$ cat config.mk
export PLATFORM = sky130hd
export DESIGN_NAME = pc_sequencer
export DESIGN_NICKNAME = d
export VERILOG_FILES = /design/src/rtl/pc_sequencer.sv
export SDC_FILE = /design/constraint.sdc
export NUM_CORES = 1
export LEC_CHECK = 0
export ABC_AREA = 1
export CAP_MARGIN = 10
export CORE_MARGIN = 5
export CORE_UTILIZATION = 48
export DETAILED_ROUTE_END_ITERATION = 8
export HOLD_SLACK_MARGIN = 0.03
export PLACE_DENSITY = 0.89
export SETUP_SLACK_MARGIN = 0.3
export SYNTH_ARGS = -nofsm -noshare
export SYNTH_HDL_FRONTEND = slang
export SYNTH_SLANG_ARGS = --single-unit
$ cat constraint.sdc
create_clock -name Clk -period 1.9 [get_ports Clk]
set_input_delay 0.475 -clock Clk [delete_from_list [all_inputs] [get_ports Clk]]
set_output_delay 0.475 -clock Clk [all_outputs]
set_load 0.02 [all_outputs]
$ cat src/rtl/pc_sequencer.sv
// Program-counter register and next-PC selector around an external PC+4 adder.
// Issues fetches over valid/ready, buffers one redirect under back-pressure, traps misaligned targets.
module pc_sequencer #(
   parameter logic [31:0] RESET_PC   = 32'h0000_0000,
   parameter logic [31:0] EXC_VECTOR = 32'h8000_0180
) (
   input  logic        Clk,
   input  logic        Reset,
   input  logic [31:0] PCAddResult,
   input  logic        BranchTaken,
   input  logic [31:0] BranchTarget,
   input  logic        Jump,
   input  logic [31:0] JumpTarget,
   input  logic        FetchReady,
   output logic [31:0] PCResult,
   output logic        FetchValid,
   output logic        AddrError,
   output logic [31:0] BadAddr,
   output logic [31:0] FetchCount
);

   typedef enum logic [1:0] {
      BOOT  = 2'd0,
      FETCH = 2'd1,
      EXC   = 2'd2
   } state_t;

   state_t      state;

   logic        pend_vld_p0;
   logic [31:0] pend_tgt_p0;

   logic        xfer;
   logic        redir_vld;
   logic [31:0] redir_tgt;
   logic        src_redir;
   logic [31:0] next_pc;
   logic        trap;

   function automatic logic misaligned(input logic [31:0] addr);
      return (addr[1:0] != 2'b00);
   endfunction

   assign FetchValid = (state == FETCH);
   assign xfer       = FetchValid && FetchReady;

   // Jump outranks branch; a live redirect outranks a buffered one, which outranks PC+4.
   always_comb begin
      redir_vld = Jump || BranchTaken;
      redir_tgt = Jump ? JumpTarget : BranchTarget;
      src_redir = 1'b0;
      next_pc   = PCAddResult;
      if (redir_vld) begin
         src_redir = 1'b1;
         next_pc   = redir_tgt;
      end else if (pend_vld_p0) begin
         src_redir = 1'b1;
         next_pc   = pend_tgt_p0;
      end
      trap = src_redir && misaligned(next_pc);
   end

   always_ff @(posedge Clk or negedge Reset) begin
      if (!Reset) begin
         state       <= BOOT;
         PCResult    <= RESET_PC;
         AddrError   <= 1'b0;
         BadAddr     <= 32'h0;
         FetchCount  <= 32'h0;
         pend_vld_p0 <= 1'b0;
         pend_tgt_p0 <= 32'h0;
      end else begin
         AddrError <= 1'b0;
         case (state)
            BOOT: state <= FETCH;
            EXC:  state <= FETCH;
            FETCH: begin
               if (xfer) begin
                  FetchCount  <= FetchCount + 32'd1;
                  pend_vld_p0 <= 1'b0;
                  pend_tgt_p0 <= 32'h0;
                  if (trap) begin
                     PCResult  <= EXC_VECTOR;
                     BadAddr   <= next_pc;
                     AddrError <= 1'b1;
                     state     <= EXC;
                  end else begin
                     PCResult  <= next_pc;
                  end
               end else if (redir_vld) begin
                  // Newest redirect wins; misaligned values are kept and trap on consumption.
                  pend_vld_p0 <= 1'b1;
                  pend_tgt_p0 <= redir_tgt;
               end
            end
            default: state <= BOOT;
         endcase
      end
   end

endmodule

==> results of run 1 <==
==> per-stage QoR <==
| stage | utilization (%) | setup WS, ns | hold WS [ns] |
|---|---|---|---|
| after global placement | 68.00 | -0.3178 | 0.3605 |
| after floorplan | - | 0.3196 | 0.1794 |
| after detailed placement | 68.00 | -0.3965 | 0.3576 |
| after global routing | 75.59 | 0.2202 | 0.5032 |
| final | 75.59 | 0.2785 | 0.4784 |
| after CTS | 74.94 | 0.08582 | 0.4768 |
==> flip-flops by register name, indices dropped and copies added, names as in the netlist <==
signal       flops
PCResult        32
AddrError        1
FetchCount      32
BadAddr         32
pend_vld_p0      1
pend_tgt_p0     32
state            2
==> area by class of cell <==
type / instances / share of cell area, %
Antenna cell: 1 / 0.02404
Clock buffer: 20 / 4.387
Clock inverter: 12 / 1.238
Inverter: 67 / 2.536
Multi-Input combinational cell: 633 / 28.91
Sequential cell: 132 / 31.75
Tap cell: 180 / 2.163
Timing Repair Buffer: 318 / 28.99
==> path summary, 6_finish.rpt <==
path	start	endpoint	slack (ns)
worst max-delay path	FetchCount[1]	FetchCount[12]	0.28
worst min-delay path	BadAddr[8]	BadAddr[8]	0.48
worst max register to register	FetchCount[1]	FetchCount[12]	0.28
worst min register to register	BadAddr[8]	BadAddr[8]	0.48
max in group asynchronous	Reset	FetchCount[1]	0.79
min in group asynchronous	Reset	PCResult[28]	0.49
==> metal layers <==
layer / global-route usage [%] / part of all wire (%)
met1: 33.36 / 39
met2: 44.87 / 49
met3: 6.500 / 8.6
met4: 9.551 / 2.6
met5: 0 / 0
==> cells in the mapped netlist (all sizes together) <==
cell / number
nand3b: 2
inv: 67
dfrtp: 132
buf: 25
o211ai: 11
o21ai: 89
nand2: 352
nand3: 67
mux2: 2
xor2: 12
nor3: 11
nor2: 56
mux2i: 1
ha: 1
clkbuf: 20
a21oi: 4
o31ai: 2
nand4: 10
xnor2: 10
a2bb2oi: 2
==> power breakdown <==
part | internal, mW | total, mW | switching (mW)
Combinational | 2.50 | 5.89 | 3.39
Clock | 2.00 | 3.24 | 1.24
Sequential | 3.79 | 4.41 | 0.621
Total | 8.29 | 13.5 | 5.25
==> what timing repair did <==
action                                  in CTS  in global routing
hold buffers                                 1                  0
setup buffers                               22                 18
hold endpoints to repair                    24                  0
gates cloned                                 4                  1
pin swaps                                    3                  5
endpoints found under the setup margin     178                 96
gates resized for setup                    265                 65
==> worst max-delay path, stage by stage, from the launching register on <==
cell and delay (ns):
dfrtp_2 0.41, ha_2 0.21, nand3_2 0.11, nor2_4 0.16, nand2_2 0.12, nor2_4 0.20, buf_4 0.14, xor2_1 0.17
==> cells by family (layout without fill, tap and decap cells) <==
logic type / after synthesis / count (layout) / synth area share [%]
buffers and inverters: 112 / 417 / 7.328
XOR/XNOR: 22 / 22 / 2.871
AO/OA/AOI/OAI: 108 / 108 / 9.155
flip-flops: 132 / 132 / 49.23
multiplexers: 3 / 3 / 0.4848
AND/OR/NAND/NOR: 498 / 499 / 30.75
adder cells (fa/ha/maj): 1 / 1 / 0.1864
other: 0 / 1 / 0
==> results by group, run 1 <==
Status
  • Status: finished clean

GRT
  • Global-route wire length before repair: 34.73 mm
  • All-Layer GR Usage: 26.64%
  • Largest net degree at the start of global routing: 48
  • Grt ovf: 0
  • Initial antenna violation count: 1
  • Vias in the first global route: 7081

Timing
  • Max Transition Viols Final: 0
  • Highest Clock Rate: 616.7 MHz
  • Unrepaired setup endpoints after global routing: true
  • Setup_tns: 0 ns
  • Final Setup Violations: 0
  • Clock skew: 0.02223 ns
  • Tcrit/Tclk final: 85.34%
  • Slew HR: 72.01%
  • Final count of hold timing violations: 0
  • Least-Margin Pin Slew: 0.4198 ns
  • Min Tclk post-route: 1.622 ns

Final layout
  • Layout cells sized above 1: 23.27%
  • Multi-input logic area: 0.003010 mm^2
  • Total Nets Final: 1271
  • Fillers: 980
  • Commonest non-fill, non-tap cells in the layout: nand2_1, dfrtp_1, buf_4
  • Register Area: 0.003306 mm^2
  • Design area: 0.01041 mm^2
  • Synth-to-layout area growth: 55.16%
  • Commonest non-fill, non-tap cell in the layout: nand2_1
  • Layout Cells excl Fill: 1363

Floorplanning
  • Starting Density: 48.72%
  • Core Area: 0.01377 mm^2
  • Cell Rows: 43
  • Die W: 128.2 um
  • Die Area: 0.01644 mm^2
  • Die height: 128.2 um
  • I/O pins: 199

Drt
  • Vias: 7172
  • Initial DRT Pass Iterations: 5
  • DRC: 0
  • WL per Instance: 16.39 um
  • Post-DRT Antenna Nets: 0
  • DR iter-0 viols: 558
  • Via/cell ratio: 5.262
  • Detailed Route WL: 22.34 mm

CTS
  • CTS tree: yes
  • Worst skew pair latency: 0.43 ns
  • Maximum clock insertion buffer count: 2
  • Clk Tree Root Cell: clkbuf_16
  • TritonCTS Buffers: 17
  • H-Tree Depth: 4
  • Clk slew on worst S/H paths: 0.06 ns
  • CTS Sinks: 132

Critical path
  • Critical Path Source Type: flip-flop
  • Critical Path End Type: flip-flop
  • Worst Path Required: 2.23 ns
  • Reg2reg path depth: 7
  • Crit Path Class: flip-flop to flip-flop
  • CP arrival: 1.95 ns
  • CP Max Fanout: 6

Power
  • Leak Pwr: 5.195 nW
  • Maximum vdd ir drop: 923.8 uV
  • Design Power: 13.54 mW
  • Power Dens Cells: 1301 mW/mm^2

Yosys
  • Mapped Cells: 876
  • Yosys top cell area share: 49.23%
  • Area contributors post-synth: dfrtp_1, nand2_1, o21ai_0
  • Cell Area, Synth: 0.006710 mm^2
  • Seq/Total Area, Yosys: 49.23%
  • Syn Nets: 978
  • Synth cell types: 34
  • Syn_area_per_cell: 7.660 um^2
  • Area leader, netlist: dfrtp_1
  • Yosys reg bits: 132
  • Yosys warns: 0

Place
  • Post-DP HPWL: 15.21 mm
  • Port bufs: 198
  • # placed instances: 1284
  • Placed inst area: 0.009365 mm^2
  • Placer Congestion: 0.9568

Min path
  • Hold depth: 2
  • Worst min path class: flip-flop to flip-flop

Flow run
  • Total of max-cap violations: 0
Note: power is estimated with default switching activity, not from simulation.
==> inputs of run 2 (changes only) <==
--- a/config.mk
+++ b/config.mk
@@ -7,7 +7,7 @@
 export LEC_CHECK = 0
 export ABC_AREA = 1
 export CAP_MARGIN = 10
-export CORE_MARGIN = 5
+export CORE_MARGIN = 3
 export CORE_UTILIZATION = 48
 export DETAILED_ROUTE_END_ITERATION = 8
 export HOLD_SLACK_MARGIN = 0.03
==> results by group, run 2 (same netlist as run 1, synthesis figures left out) <==
Critical path
  • Crit-path max cell delay: 0.44 ns
  • Critical Path Source Type: flip-flop
  • Crit-path cells: buf_12 -> nand2_1 -> nand3_1 -> nand2_2 -> nand2_4 -> nand3_4 -> inv_4 -> nand2_1 -> nand2_1
  • Crit Path Class: flip-flop to flip-flop
  • CP arrival: 2.00 ns
  • Worst R2R Setup Slack: 0.25 ns
  • Critical Path End Type: flip-flop
  • Worst Path Required: 2.25 ns
  • Most used cell, CP: nand2_1
  • CP Max Fanout: 19
  • Critical path's slowest cell: dfrtp_2

Floorplanning
  • Core Area: 0.01345 mm^2
  • Cell Rows: 42
  • I/O pins: 199
  • Die W: 124.2 um
  • Die height: 124.2 um
  • Starting Density: 49.88%
  • Die Area: 0.01543 mm^2

Min path
  • Worst min path class: flip-flop to flip-flop

Timing
  • Slew HR: 70.52%
  • Final Setup Violations: 0
  • Setup_tns: 0 ns
  • Max Transition Viols Final: 0
  • Highest Clock Rate: 605.4 MHz
  • Final count of hold timing violations: 0
  • Tcrit/Tclk final: 86.94%
  • Least-Margin Pin Slew: 0.4421 ns
  • Clock skew: 0.01410 ns
  • Min Tclk post-route: 1.652 ns
  • Unrepaired setup endpoints after global routing: true

Place
  • Post-DP HPWL: 15.08 mm
  • # placed instances: 1286
  • Port bufs: 198
  • Placer Congestion: 0.9349
  • Placed inst area: 0.009405 mm^2

Flow run
  • Total of max-cap violations: 0

Power
  • Maximum vdd ir drop: 808.8 uV
  • Design Power: 13.53 mW
  • Leak Pwr: 5.240 nW
  • Power Dens Cells: 1311 mW/mm^2

GRT
  • Global-route wire length before repair: 34.78 mm
  • Initial antenna violation count: 0
  • Vias in the first global route: 7053
  • All-Layer GR Usage: 27.53%
  • Grt ovf: 0
  • Largest net degree at the start of global routing: 42

CTS
  • CTS tree: yes
  • Worst skew pair latency: 0.41 ns
  • Maximum clock insertion buffer count: 2
  • CTS Sinks: 132
  • H-Tree Depth: 4
  • Clk Tree Root Cell: clkbuf_16
  • TritonCTS Buffers: 17
  • Clk slew on worst S/H paths: 0.06 ns

Final layout
  • Multi-input logic area: 0.003018 mm^2
  • Fin util: 76.69%
  • Commonest non-fill, non-tap cells in the layout: nand2_1, dfrtp_1, buf_4
  • Total Nets Final: 1276
  • Commonest non-fill, non-tap cell in the layout: nand2_1
  • Register Area: 0.003309 mm^2
  • Layout cells sized above 1: 23.50%
  • Layout Cells excl Fill: 1363
  • Synth-to-layout area growth: 53.76%
  • Fillers: 904
  • Design area: 0.01032 mm^2
  • N_diodes: 0

Drt
  • Met1 wire length: 9.044 mm
  • DR iter-0 viols: 693
  • Vias: 7329
  • DR top layer: met4
  • Detailed Route WL: 23.85 mm
  • Initial DRT Pass Iterations: 6
  • WL per Instance: 17.50 um
  • WL met2: 11.91 mm
  • Metal3 WL: 2.097 mm
  • Post-DRT Antenna Nets: 0
  • Via/cell ratio: 5.377
  • DRC: 0

Status
  • Status: finished clean
==> run 2: where the power goes <==
| group | switching (mW) | internal (mW) |
|---|---|---|
| clock network | 1.27 | 1.97 |
| logic | 3.46 | 2.41 |
| registers | 0.641 | 3.79 |
| total | 5.37 | 8.17 |
==> run 2: path summary, 6_finish.rpt <==
path                              startpoint  depth (start not counted)               to
max in group asynchronous              Reset                          3  pend_tgt_p0[10]
worst min register to register  PCResult[20]                          2     PCResult[20]
worst min-delay path            PCResult[20]                          2     PCResult[20]
min in group asynchronous              Reset                          2     PCResult[26]
worst max register to register   pend_vld_p0                          9       BadAddr[6]
worst max-delay path             pend_vld_p0                          9       BadAddr[6]
==> run 2: cell type report <==
cell class              instances  share of cell area, %
clock buffers                  20                  4.329
clock inverters                12                  1.273
inverters                      67                  2.559
multi-input cells             632                  29.25
flip-flops and latches        132                  32.08
well taps                     176                  2.134
repair buffers                324                  28.38
==> run 2: metrics by stage <==
step | hold WS, ns | setup slack (ns)
after global placement | 0.4295 | -0.2685
after global routing | 0.5086 | 0.1800
after floorplan | 0.1794 | 0.3196
after detailed placement | 0.4292 | -0.3079
final | 0.4754 | 0.2481
after CTS | 0.4757 | 0.09116
==> run 2: what timing repair did <==
item / in CTS / in global routing
cloned: 0 / 4
endpoints found under the setup margin: 200 / 129
gates resized for setup: 230 / 105
setup buffers: 16 / 24
hold buffers: 1 / 0
pin swaps: 1 / 4
hold endpoints to repair: 36 / 0
==> run 2: routing by layer <==
metal  track usage (%)  up-vias
li1                  -     3373
met5                 0        -
met4             9.349        0
met2             47.49      456
met1             33.71     3418
met3             6.873       82
==> run 2: worst max-delay path: cells and delay by family, from the launching register on <==
family | cells | cell delay [ns]
buf+inv | 2 | 0.39
flops | 1 | 0.44
simple gates | 7 | 0.75
==> inputs of run 3 (changes only) <==
--- a/config.mk
+++ b/config.mk
@@ -6,12 +6,13 @@
 export NUM_CORES = 1
 export LEC_CHECK = 0
 export ABC_AREA = 1
-export CAP_MARGIN = 10
+export CAP_MARGIN = 40
 export CORE_MARGIN = 3
-export CORE_UTILIZATION = 48
+export CORE_UTILIZATION = 49
+export CTS_BUF_LIST = sky130_fd_sc_hd__clkbuf_4
 export DETAILED_ROUTE_END_ITERATION = 8
 export HOLD_SLACK_MARGIN = 0.03
-export PLACE_DENSITY = 0.89
+export PLACE_DENSITY = 0.91
 export SETUP_SLACK_MARGIN = 0.3
 export SYNTH_ARGS = -nofsm -noshare
 export SYNTH_HDL_FRONTEND = slang
==> results by group, run 3 (same netlist as run 1, synthesis figures left out) <==
Critical path
  • Worst Path Required: 2.37 ns
  • Critical Path Source Type: flip-flop
  • Reg2reg path depth: 7
  • CP arrival: 2.36 ns
  • CP Max Fanout: 3
  • Crit Path Class: flip-flop to flip-flop
  • Critical Path End Type: flip-flop

Place
  • # placed instances: 1281
  • Placed inst area: 0.009380 mm^2
  • Port bufs: 198
  • Placer Congestion: 0.9244
  • Post-DP HPWL: 14.91 mm

Status
  • Status: finished clean

Final layout
  • N_diodes: 0
  • Register Area: 0.003309 mm^2
  • Total Nets Final: 1322
  • Layout cells sized above 1: 30.33%
  • Commonest non-fill, non-tap cell in the layout: nand2_1
  • Commonest non-fill, non-tap cells in the layout: nand2_1, buf_4, dfrtp_1
  • Fillers: 812
  • Synth-to-layout area growth: 62.80%
  • Layout Cells excl Fill: 1409
  • Design area: 0.01092 mm^2
  • Multi-input logic area: 0.003168 mm^2

Floorplanning
  • Starting Density: 50.47%
  • Die height: 123.0 um
  • Cell Rows: 42
  • Die W: 123.0 um
  • Core Area: 0.01330 mm^2
  • I/O pins: 199
  • Die Area: 0.01513 mm^2

CTS
  • H-Tree Depth: 4
  • Clk Tree Root Cell: clkbuf_4
  • Maximum clock insertion buffer count: 2
  • Clk slew on worst S/H paths: 0.14 ns
  • TritonCTS Buffers: 17
  • CTS tree: yes
  • Worst skew pair latency: 0.57 ns
  • CTS Sinks: 132

Timing
  • Slew HR: 65.66%
  • Tcrit/Tclk final: 99.45%
  • Max Transition Viols Final: 0
  • Highest Clock Rate: 529.2 MHz
  • Least-Margin Pin Slew: 0.5122 ns
  • Setup_tns: 0 ns
  • Final count of hold timing violations: 0
  • Clock skew: 0.01958 ns
  • Min Tclk post-route: 1.890 ns
  • Unrepaired setup endpoints after global routing: true
  • Final Setup Violations: 0

GRT
  • All-Layer GR Usage: 29.05%
  • Largest net degree at the start of global routing: 42
  • Global-route wire length before repair: 34.49 mm
  • Vias in the first global route: 7101
  • Initial antenna violation count: 0
  • Grt ovf: 0

Min path
  • Worst min path class: input pin to asynchronous set/reset pin

Drt
  • DR iter-0 viols: 1131
  • DRC: 0
  • WL per Instance: 18.02 um
  • Post-DRT Antenna Nets: 0
  • Detailed Route WL: 25.39 mm
  • Via/cell ratio: 5.462
  • Initial DRT Pass Iterations: 7
  • Vias: 7696

Power
  • Maximum vdd ir drop: 837.5 uV
  • Power Dens Cells: 1256 mW/mm^2
  • Leak Pwr: 5.589 nW

Flow run
  • Total of max-cap violations: 0
==> run 3: cell types whose count changed in the layout (fill, tap and decap cells not counted), moves of 10 or more <==
cell	change
clkdlybuf4s15_2	-24
buf_4	+35
clkbuf_2	-38
buf_2	-10
buf_6	+108
clkdlybuf4s15_1	-24
clkbuf_4	+17
clkbuf_16	-19
==> run 3: metal layers <==
metal | track usage (%) | vias to the layer above | wire (um)
li1 | - | 3487 | -
met1 | 36.75 | 3570 | 9359
met2 | 48.51 | 528 | 12240
met3 | 6.725 | 111 | 2475
met4 | 11.35 | 0 | 1310
met5 | 0 | - | 0
==> run 3: path summary, 6_finish.rpt <==
check / startpoint / to / slack, ns
setup / recovery: FetchCount[15] / FetchCount[21] / 0.01
hold / removal: Reset / FetchCount[18] / 0.36
setup reg to reg: FetchCount[15] / FetchCount[21] / 0.01
hold reg to reg: PCResult[17] / PCResult[17] / 0.52
max in group asynchronous: Reset / FetchCount[6] / 0.87
min in group Clk: PCResult[17] / PCResult[17] / 0.52
==> run 3: report_power, final <==
part	total (mW)	leakage, nW	internal, mW	switching (mW)
clock network	2.09	0.155	0.919	1.17
logic	7.13	3.73	3.48	3.65
registers	4.51	1.71	3.78	0.736
total	13.7	5.59	8.17	5.55
==> run 3: worst max-delay path, stage by stage, from the launching register on <==
cell,delay [ns]
dfrtp_1,0.41
buf_4,0.16
nand2_1,0.13
nor2_1,0.27
inv_1,0.14
nor3_1,0.35
nand2_1,0.17
xnor2_1,0.16
==> run 3: area by class of cell <==
type | count | area share (%)
Inverter | 67 | 2.440
Multi-Input combinational cell | 632 | 29.00
Sequential cell | 132 | 30.29
Tap cell | 176 | 2.016
Clock inverter | 15 | 1.672
Clock buffer | 17 | 1.168
Timing Repair Buffer | 370 | 33.41
==> run 3: what timing repair did <==
action	in CTS	in global routing
pin swaps	0	17
resized for setup	578	106
setup buffers	60	33
hold endpoints to repair	31	0
cloned	0	2
hold buffers	1	0
endpoints found under the setup margin	114	198
==> run 3: through the flow <==
stage          utilization [%]  total power [mW]  setup WS (ns)  hold WS, ns
2_1_floorplan                -             7.246         0.3196       0.1794
3_3_place_gp             70.55             9.860        -0.2250       0.3857
3_5_place_dp             70.55             10.03        -0.2701       0.3884
4_1_cts                  76.86             12.78         0.1188       0.3543
5_1_grt                  82.17             14.46       -0.09971       0.3521
6_report                 82.17             13.73        0.01044       0.3620
